===== src/rtl/rv32i_pkg.sv =====
// Shared RV32I definitions: base opcodes and the assembler FSM state encoding.
package rv32i_pkg;

    localparam logic [6:0] OP_R      = 7'b0110011;
    localparam logic [6:0] OP_IMM    = 7'b0010011;
    localparam logic [6:0] OP_LOAD   = 7'b0000011;
    localparam logic [6:0] OP_JALR   = 7'b1100111;
    localparam logic [6:0] OP_SYS    = 7'b1110011;
    localparam logic [6:0] OP_STORE  = 7'b0100011;
    localparam logic [6:0] OP_BRANCH = 7'b1100011;
    localparam logic [6:0] OP_LUI    = 7'b0110111;
    localparam logic [6:0] OP_AUIPC  = 7'b0010111;
    localparam logic [6:0] OP_JAL    = 7'b1101111;

    typedef enum logic [1:0] {
        ST_IDLE,
        ST_ENC,
        ST_WR,
        ST_FULL
    } asm_state_t;

endpackage


===== src/rtl/rv32i_field_encoder.sv =====
// Combinational RV32I packer: field bundle plus immediate -> 32-bit word and legal flag.
module rv32i_field_encoder
    import rv32i_pkg::*;
(
    input  logic [6:0]  i_opcode,
    input  logic [4:0]  i_rd,
    input  logic [2:0]  i_func3,
    input  logic [4:0]  i_rs1,
    input  logic [4:0]  i_rs2,
    input  logic [6:0]  i_func7,
    input  logic [31:0] i_imm,
    output logic [31:0] o_word,
    output logic        o_legal
);

    // Unknown opcodes yield a zero word; the caller never writes it.
    always_comb begin
        o_word  = 32'h0;
        o_legal = 1'b1;
        case (i_opcode)
            OP_R:
                o_word = {i_func7, i_rs2, i_rs1, i_func3, i_rd, i_opcode};
            OP_IMM, OP_LOAD, OP_JALR, OP_SYS:
                o_word = {i_imm[11:0], i_rs1, i_func3, i_rd, i_opcode};
            OP_STORE:
                o_word = {i_imm[11:5], i_rs2, i_rs1, i_func3, i_imm[4:0], i_opcode};
            OP_BRANCH:
                o_word = {i_imm[12], i_imm[10:5], i_rs2, i_rs1, i_func3,
                          i_imm[4:1], i_imm[11], i_opcode};
            OP_LUI, OP_AUIPC:
                o_word = {i_imm[31:12], i_rd, i_opcode};
            OP_JAL:
                o_word = {i_imm[20], i_imm[10:1], i_imm[11], i_imm[19:12], i_rd, i_opcode};
            default:
                o_legal = 1'b0;
        endcase
    end

endmodule


===== src/rtl/instruction_assembler.sv =====
// Packs field bundles into RV32I words and writes them sequentially to IMEM over a req/ack port.
// Optional: define INSTR_ASM_CHECKSUM_EN to add o_checksum (XOR of all acknowledged words).
module instruction_assembler
    import rv32i_pkg::*;
#(
    parameter logic [31:0] BASE_ADDR = 32'h0000_0000,
    parameter int          DEPTH     = 64
) (
    input  logic                     i_clk,
    input  logic                     i_reset,
    input  logic                     i_clr,
    input  logic                     i_in_valid,
    output logic                     o_in_ready,
    input  logic [6:0]               i_opcode,
    input  logic [4:0]               i_rd,
    input  logic [2:0]               i_func3,
    input  logic [4:0]               i_rs1,
    input  logic [4:0]               i_rs2,
    input  logic [6:0]               i_func7,
    input  logic [31:0]              i_imm,
    output logic                     o_mem_we,
    output logic [31:0]              o_mem_addr,
    output logic [31:0]              o_mem_wdata,
    input  logic                     i_mem_ack,
    output logic [$clog2(DEPTH):0]   o_count,
    output logic                     o_full,
`ifdef INSTR_ASM_CHECKSUM_EN
    output logic [31:0]              o_checksum,
`endif
    output logic                     o_err
);

    localparam int CW = $clog2(DEPTH) + 1;
    localparam logic [CW-1:0] DEPTH_C = CW'(DEPTH);

    asm_state_t r_state;
    asm_state_t w_next_state;

    logic [6:0]    r_opcode;
    logic [4:0]    r_rd;
    logic [2:0]    r_func3;
    logic [4:0]    r_rs1;
    logic [4:0]    r_rs2;
    logic [6:0]    r_func7;
    logic [31:0]   r_imm;
    logic [31:0]   r_addr;
    logic [31:0]   r_wdata;
    logic [CW-1:0] r_count;
    logic          r_err;

    logic [31:0]   w_word;
    logic          w_legal;
    logic          w_transfer;
    logic          w_ack;
    logic [CW-1:0] w_count_next;

    rv32i_field_encoder u_encoder (
        .i_opcode (r_opcode),
        .i_rd     (r_rd),
        .i_func3  (r_func3),
        .i_rs1    (r_rs1),
        .i_rs2    (r_rs2),
        .i_func7  (r_func7),
        .i_imm    (r_imm),
        .o_word   (w_word),
        .o_legal  (w_legal)
    );

    assign w_transfer   = i_in_valid && o_in_ready && !i_clr;
    assign w_ack        = (r_state == ST_WR) && i_mem_ack && !i_clr;
    assign w_count_next = r_count + 1'b1;

    always_ff @(posedge i_clk or posedge i_reset) begin
        if (i_reset) begin
            r_state <= ST_IDLE;
        end else begin
            r_state <= w_next_state;
        end
    end

    always_comb begin
        w_next_state = r_state;
        case (r_state)
            ST_IDLE: if (w_transfer) w_next_state = ST_ENC;
            ST_ENC:  w_next_state = w_legal ? ST_WR : ST_IDLE;
            ST_WR:   if (i_mem_ack) w_next_state = (w_count_next == DEPTH_C) ? ST_FULL : ST_IDLE;
            ST_FULL: w_next_state = ST_FULL;
            default: w_next_state = ST_IDLE;
        endcase
        if (i_clr) begin
            w_next_state = ST_IDLE;
        end
    end

    // clr restarts the program but leaves the last encoded word and latched fields alone.
    always_ff @(posedge i_clk or posedge i_reset) begin
        if (i_reset) begin
            r_opcode <= '0;
            r_rd     <= '0;
            r_func3  <= '0;
            r_rs1    <= '0;
            r_rs2    <= '0;
            r_func7  <= '0;
            r_imm    <= '0;
            r_addr   <= BASE_ADDR;
            r_wdata  <= '0;
            r_count  <= '0;
            r_err    <= 1'b0;
        end else if (i_clr) begin
            r_addr   <= BASE_ADDR;
            r_count  <= '0;
            r_err    <= 1'b0;
        end else begin
            if (w_transfer) begin
                r_opcode <= i_opcode;
                r_rd     <= i_rd;
                r_func3  <= i_func3;
                r_rs1    <= i_rs1;
                r_rs2    <= i_rs2;
                r_func7  <= i_func7;
                r_imm    <= i_imm;
            end
            if (r_state == ST_ENC) begin
                if (w_legal) begin
                    r_wdata <= w_word;
                end else begin
                    r_err   <= 1'b1;
                end
            end
            if (w_ack) begin
                r_count <= w_count_next;
                r_addr  <= r_addr + 32'd4;
            end
        end
    end

`ifdef INSTR_ASM_CHECKSUM_EN
    logic [31:0] r_checksum;

    always_ff @(posedge i_clk or posedge i_reset) begin
        if (i_reset) begin
            r_checksum <= '0;
        end else if (i_clr) begin
            r_checksum <= '0;
        end else if (w_ack) begin
            r_checksum <= r_checksum ^ r_wdata;
        end
    end

    assign o_checksum = r_checksum;
`endif

    assign o_in_ready  = (r_state == ST_IDLE) && !i_reset;
    assign o_mem_we    = (r_state == ST_WR);
    assign o_mem_addr  = r_addr;
    assign o_mem_wdata = r_wdata;
    assign o_count     = r_count;
    assign o_full      = (r_count == DEPTH_C);
    assign o_err       = r_err;

endmodule


===== config.mk =====
export PLATFORM = sky130hd
export DESIGN_NAME = instruction_assembler
export DESIGN_NICKNAME = d
export VERILOG_FILES = /design/src/rtl/rv32i_pkg.sv /design/src/rtl/rv32i_field_encoder.sv /design/src/rtl/instruction_assembler.sv
export SDC_FILE = /design/constraint.sdc
export NUM_CORES = 1
export LEC_CHECK = 0
export BUFFER_PORTS_ARGS = -buffer_cell sky130_fd_sc_hd__buf_2
export CORE_MARGIN = 10
export CORE_UTILIZATION = 35
export DETAILED_ROUTE_END_ITERATION = 10
export HOLD_SLACK_MARGIN = 0.12
export SYNTH_ARGS = -nofsm -noshare
export SYNTH_HDL_FRONTEND = slang
export SYNTH_SLANG_ARGS = --single-unit

===== constraint.sdc =====
create_clock -name i_clk -period 7.95 [get_ports i_clk]
set_clock_uncertainty 0.2 [all_clocks]
set_input_delay 0.3975 -clock i_clk [delete_from_list [all_inputs] [get_ports i_clk]]
set_output_delay 0.3975 -clock i_clk [all_outputs]
set_load 0.005 [all_outputs]

==> flow_summary.yaml <==
die:
  std_cell_rows: 49
  initial_core_util_pct: 35.9
  ioPinCount: 144
  dieArea_mm2: 0.0245
  die_y_um: 157
  die_x_um: 157
  coreArea_mm2: 0.0181
placement:
  hpwl_um: 11800
  io_buffers: 141
  dp_cells: 890
  detailed_place.area_mm2: 0.00734
  gp_congestion: 0.773
logic_synthesis:
  yosysWarnings: 0
  synth_ff_type: "dfrtp_1"
  synth_cell_types: 62
  synth_edf_count: 0
  syn_inst: 548
  mappedNetlistArea_mm2: 0.00652
  yosys_register_bits: 136
  synth-seq-area-share_pct: 52.2
  synth-async-reset-ratio_pct: 100
  avgSynthCellArea_um2: 11.9
cts:
  cts_tree: "yes"
  clk_pin_slew_ns: 0.06
  cts_sinks: 136
  ctsHtreeMaxLevel: 4
  numCtsBuffers: 17
  cts_buffer_depth: 2
  clk_latency_ns: 0.42
  cts-resized-gates: 0
  cts_root_buf: "clkbuf_16"
setup_path:
  crit_path_end_kind: "flip-flop"
  cp_max_fo: 65
  arrival_ns: 2.75
  reg2reg_slack_ns: 5.36
  crit_required_ns: 8.04
  critPathLaunchType: "input port"
  path_class: "in -> reg"
detailed_routing:
  finalWirelength_um: 17100
  firstDrtPassIters: 6
  drtIter0Drc: 262
  antenna_left: 0
  via_per_inst: 5.06
  routedWlPerCell_um: 17.3
  vias: 4997
  drc_errors: 0
sta:
  setup_violations: 0
  grt_setup_unrepaired: "false"
  post-route-period-util_pct: 33.4
  maxSlewHeadroom_pct: 36.9
  tightest_slew_ns: 0.946
  slew_viol_final: 0
  max_freq_ghz: 0.376
  hold_viol_final: 0
  setup_tns_ns: 0
  timing.final.crit_period_ns: 2.66
  whs_ns: 0.264
cells_and_area:
  fin_nets: 819
  nFillCells: 1668
  instances_no_fill: 988
  fin_util_pct: 47.4
  area_growth_pct: 31.9
  stdcell_area_mm2: 0.00860
  n_antenna_cell: 0
  multiInputGateArea_mm2: 0.00286
  drive_above_1_share_pct: 36.6
  seq_area_mm2: 0.00340
pwr:
  irDropWorstVdd_mv: 0.153
  pwr_density_cell_mw_per_mm2: 224
  p_leak_nw: 4.17
global_route:
  grt_start_max_net_pins: 76
  track_usage_pct: 14.0
  grt_overflow_total: 0
  antenna_found_initial: 0
  grt_first_pass_wirelength_um: 27600
  grt_pass1_vias: 5257
outcome:
  status: "finished, final reports clean"
worst_hold_path:
  hp-class: "reg -> reg"
run:
  drv_cap: 0
-- cells by family after synthesis --
| kind of cell | count (synthesis) | share of synthesized area, % |
|---|---|---|
| multiplexers | 89 | 16.0 |
| flip-flops | 136 | 52.2 |
| adder cells (fa/ha/maj) | 4 | 0.767 |
| other | 1 | 0.0575 |
| AO/OA/AOI/OAI | 84 | 9.34 |
| AND/OR/NAND/NOR | 153 | 13.1 |
| XOR/XNOR | 32 | 4.30 |
| buffers and inverters | 49 | 4.22 |
-- routing by layer --
| metal | global-route usage [%] | part of all wire (%) |
|---|---|---|
| met1 | 17.5 | 44 |
| met2 | 22.8 | 49 |
| met3 | 4.58 | 6.4 |
| met4 | 4.09 | 1.0 |
| met5 | 0 | 0 |
-- stage by stage --
step	power, mW	setup slack [ns]
finish	1.93	5.29
global placement	1.10	5.09
detailed placement	1.12	5.07
floorplan	1.03	3.71
CTS	1.95	5.28
global route	2.02	5.13
-- state kept, by name, summed over array words and instances (netlist names) --
register     flops
r_rs2            5
r_func3          3
r_func7          7
r_rs1            5
o_mem_addr      30
o_err            1
r_rd             5
o_count          7
r_opcode         7
r_imm           32
o_mem_wdata     32
r_state          2
-- final timing paths --
| check | endpoint | start | cells after the start |
|---|---|---|---|
| setup / recovery | r_rd[0] | i_reset | 5 |
| min in group asynchronous | r_imm[6] | i_reset | 3 |
| hold reg to reg | o_mem_wdata[0] | o_mem_wdata[0] | 1 |
| setup reg to reg | r_rd[0] | r_state[1] | 3 |
| max in group asynchronous | r_opcode[1] | i_reset | 4 |
| hold / removal | o_mem_wdata[0] | o_mem_wdata[0] | 1 |
-- final cells by class --
cell class / instances / area share [%]
clock buffers: 18 / 5.11
clock inverters: 14 / 1.88
inverters: 19 / 0.887
multi-input cells: 364 / 33.3
flip-flops and latches: 136 / 39.6
well taps: 229 / 3.33
repair buffers: 208 / 16.0
-- worst max-delay path, stage by stage --
cell and delay (ns):
dlygate4sd3_1 0.53, buf_2 0.15, nor3_1 0.32, nand3_4 0.72
mux2_2 0.57
-- cells in the mapped netlist (4+ instances only) --
cell type | n | area [um2]
mux2i_1 | 5 | 50.1
nand2_1 | 29 | 109
ha_1 | 4 | 50.1
or3_1 | 4 | 25.0
xor2_1 | 21 | 184
mux2_4 | 13 | 195
dfrtp_1 | 136 | 3400
nand4_1 | 12 | 75.1
inv_1 | 19 | 71.3
xnor2_1 | 11 | 96.3
a21oi_1 | 22 | 110
nor4_1 | 4 | 25.0
nand2b_1 | 5 | 31.3
a31oi_1 | 8 | 50.1
mux2_2 | 71 | 800
a222oi_1 | 6 | 60.1
nor3_1 | 7 | 35.0
buf_4 | 6 | 45.0
buf_2 | 7 | 35.0
and3_1 | 5 | 31.3
buf_6 | 8 | 90.1
o21ai_0 | 13 | 65.1
nand3_1 | 15 | 75.1
a22o_1 | 13 | 114
nor2_1 | 44 | 165
clkbuf_1 | 8 | 30.0
-- where the power goes --
group          internal (mW)  switching, mW  total (mW)
Clock                  0.478          0.323       0.802
Sequential             0.785         0.0721       0.857
Combinational          0.147          0.122       0.269
-- layout by cell type, fill, tap and decap left out, drive strengths merged, types with 2 or more instances in the layout --
master       Yosys  routed
a211o            3       3
a211oi           6       6
a21o             3       3
a21oi           22      22
a222oi           6       6
a22o            13      13
a31oi            8       8
and2             3       3
and3             5       5
and4             2       2
buf             22     142
bufinv           0       2
clkbuf           8      18
clkinv           0       5
conb             1       2
dfrtp          136     136
dlygate4sd3      0      66
ha               4       4
inv             19      25
mux2            84      84
mux2i            5       5
nand2           31      31
nand2b           6       6
nand3           15      15
nand3b           4       4
nand4           12      12
nand4b           3       3
nor2            45      45
nor3             8       8
nor3b            2       2
nor4             4       4
nor4b            3       3
o21ai           14      14
or2              2       2
or3              5       5
xnor2           11      11
xor2            21      21
-- repair_timing --
item,CTS,global route
endpoints found under the hold margin,126,0
setup endpoints to repair,0,0
setup buffers,0,0
hold buffers,66,0
(Power assumes the default switching activity.)
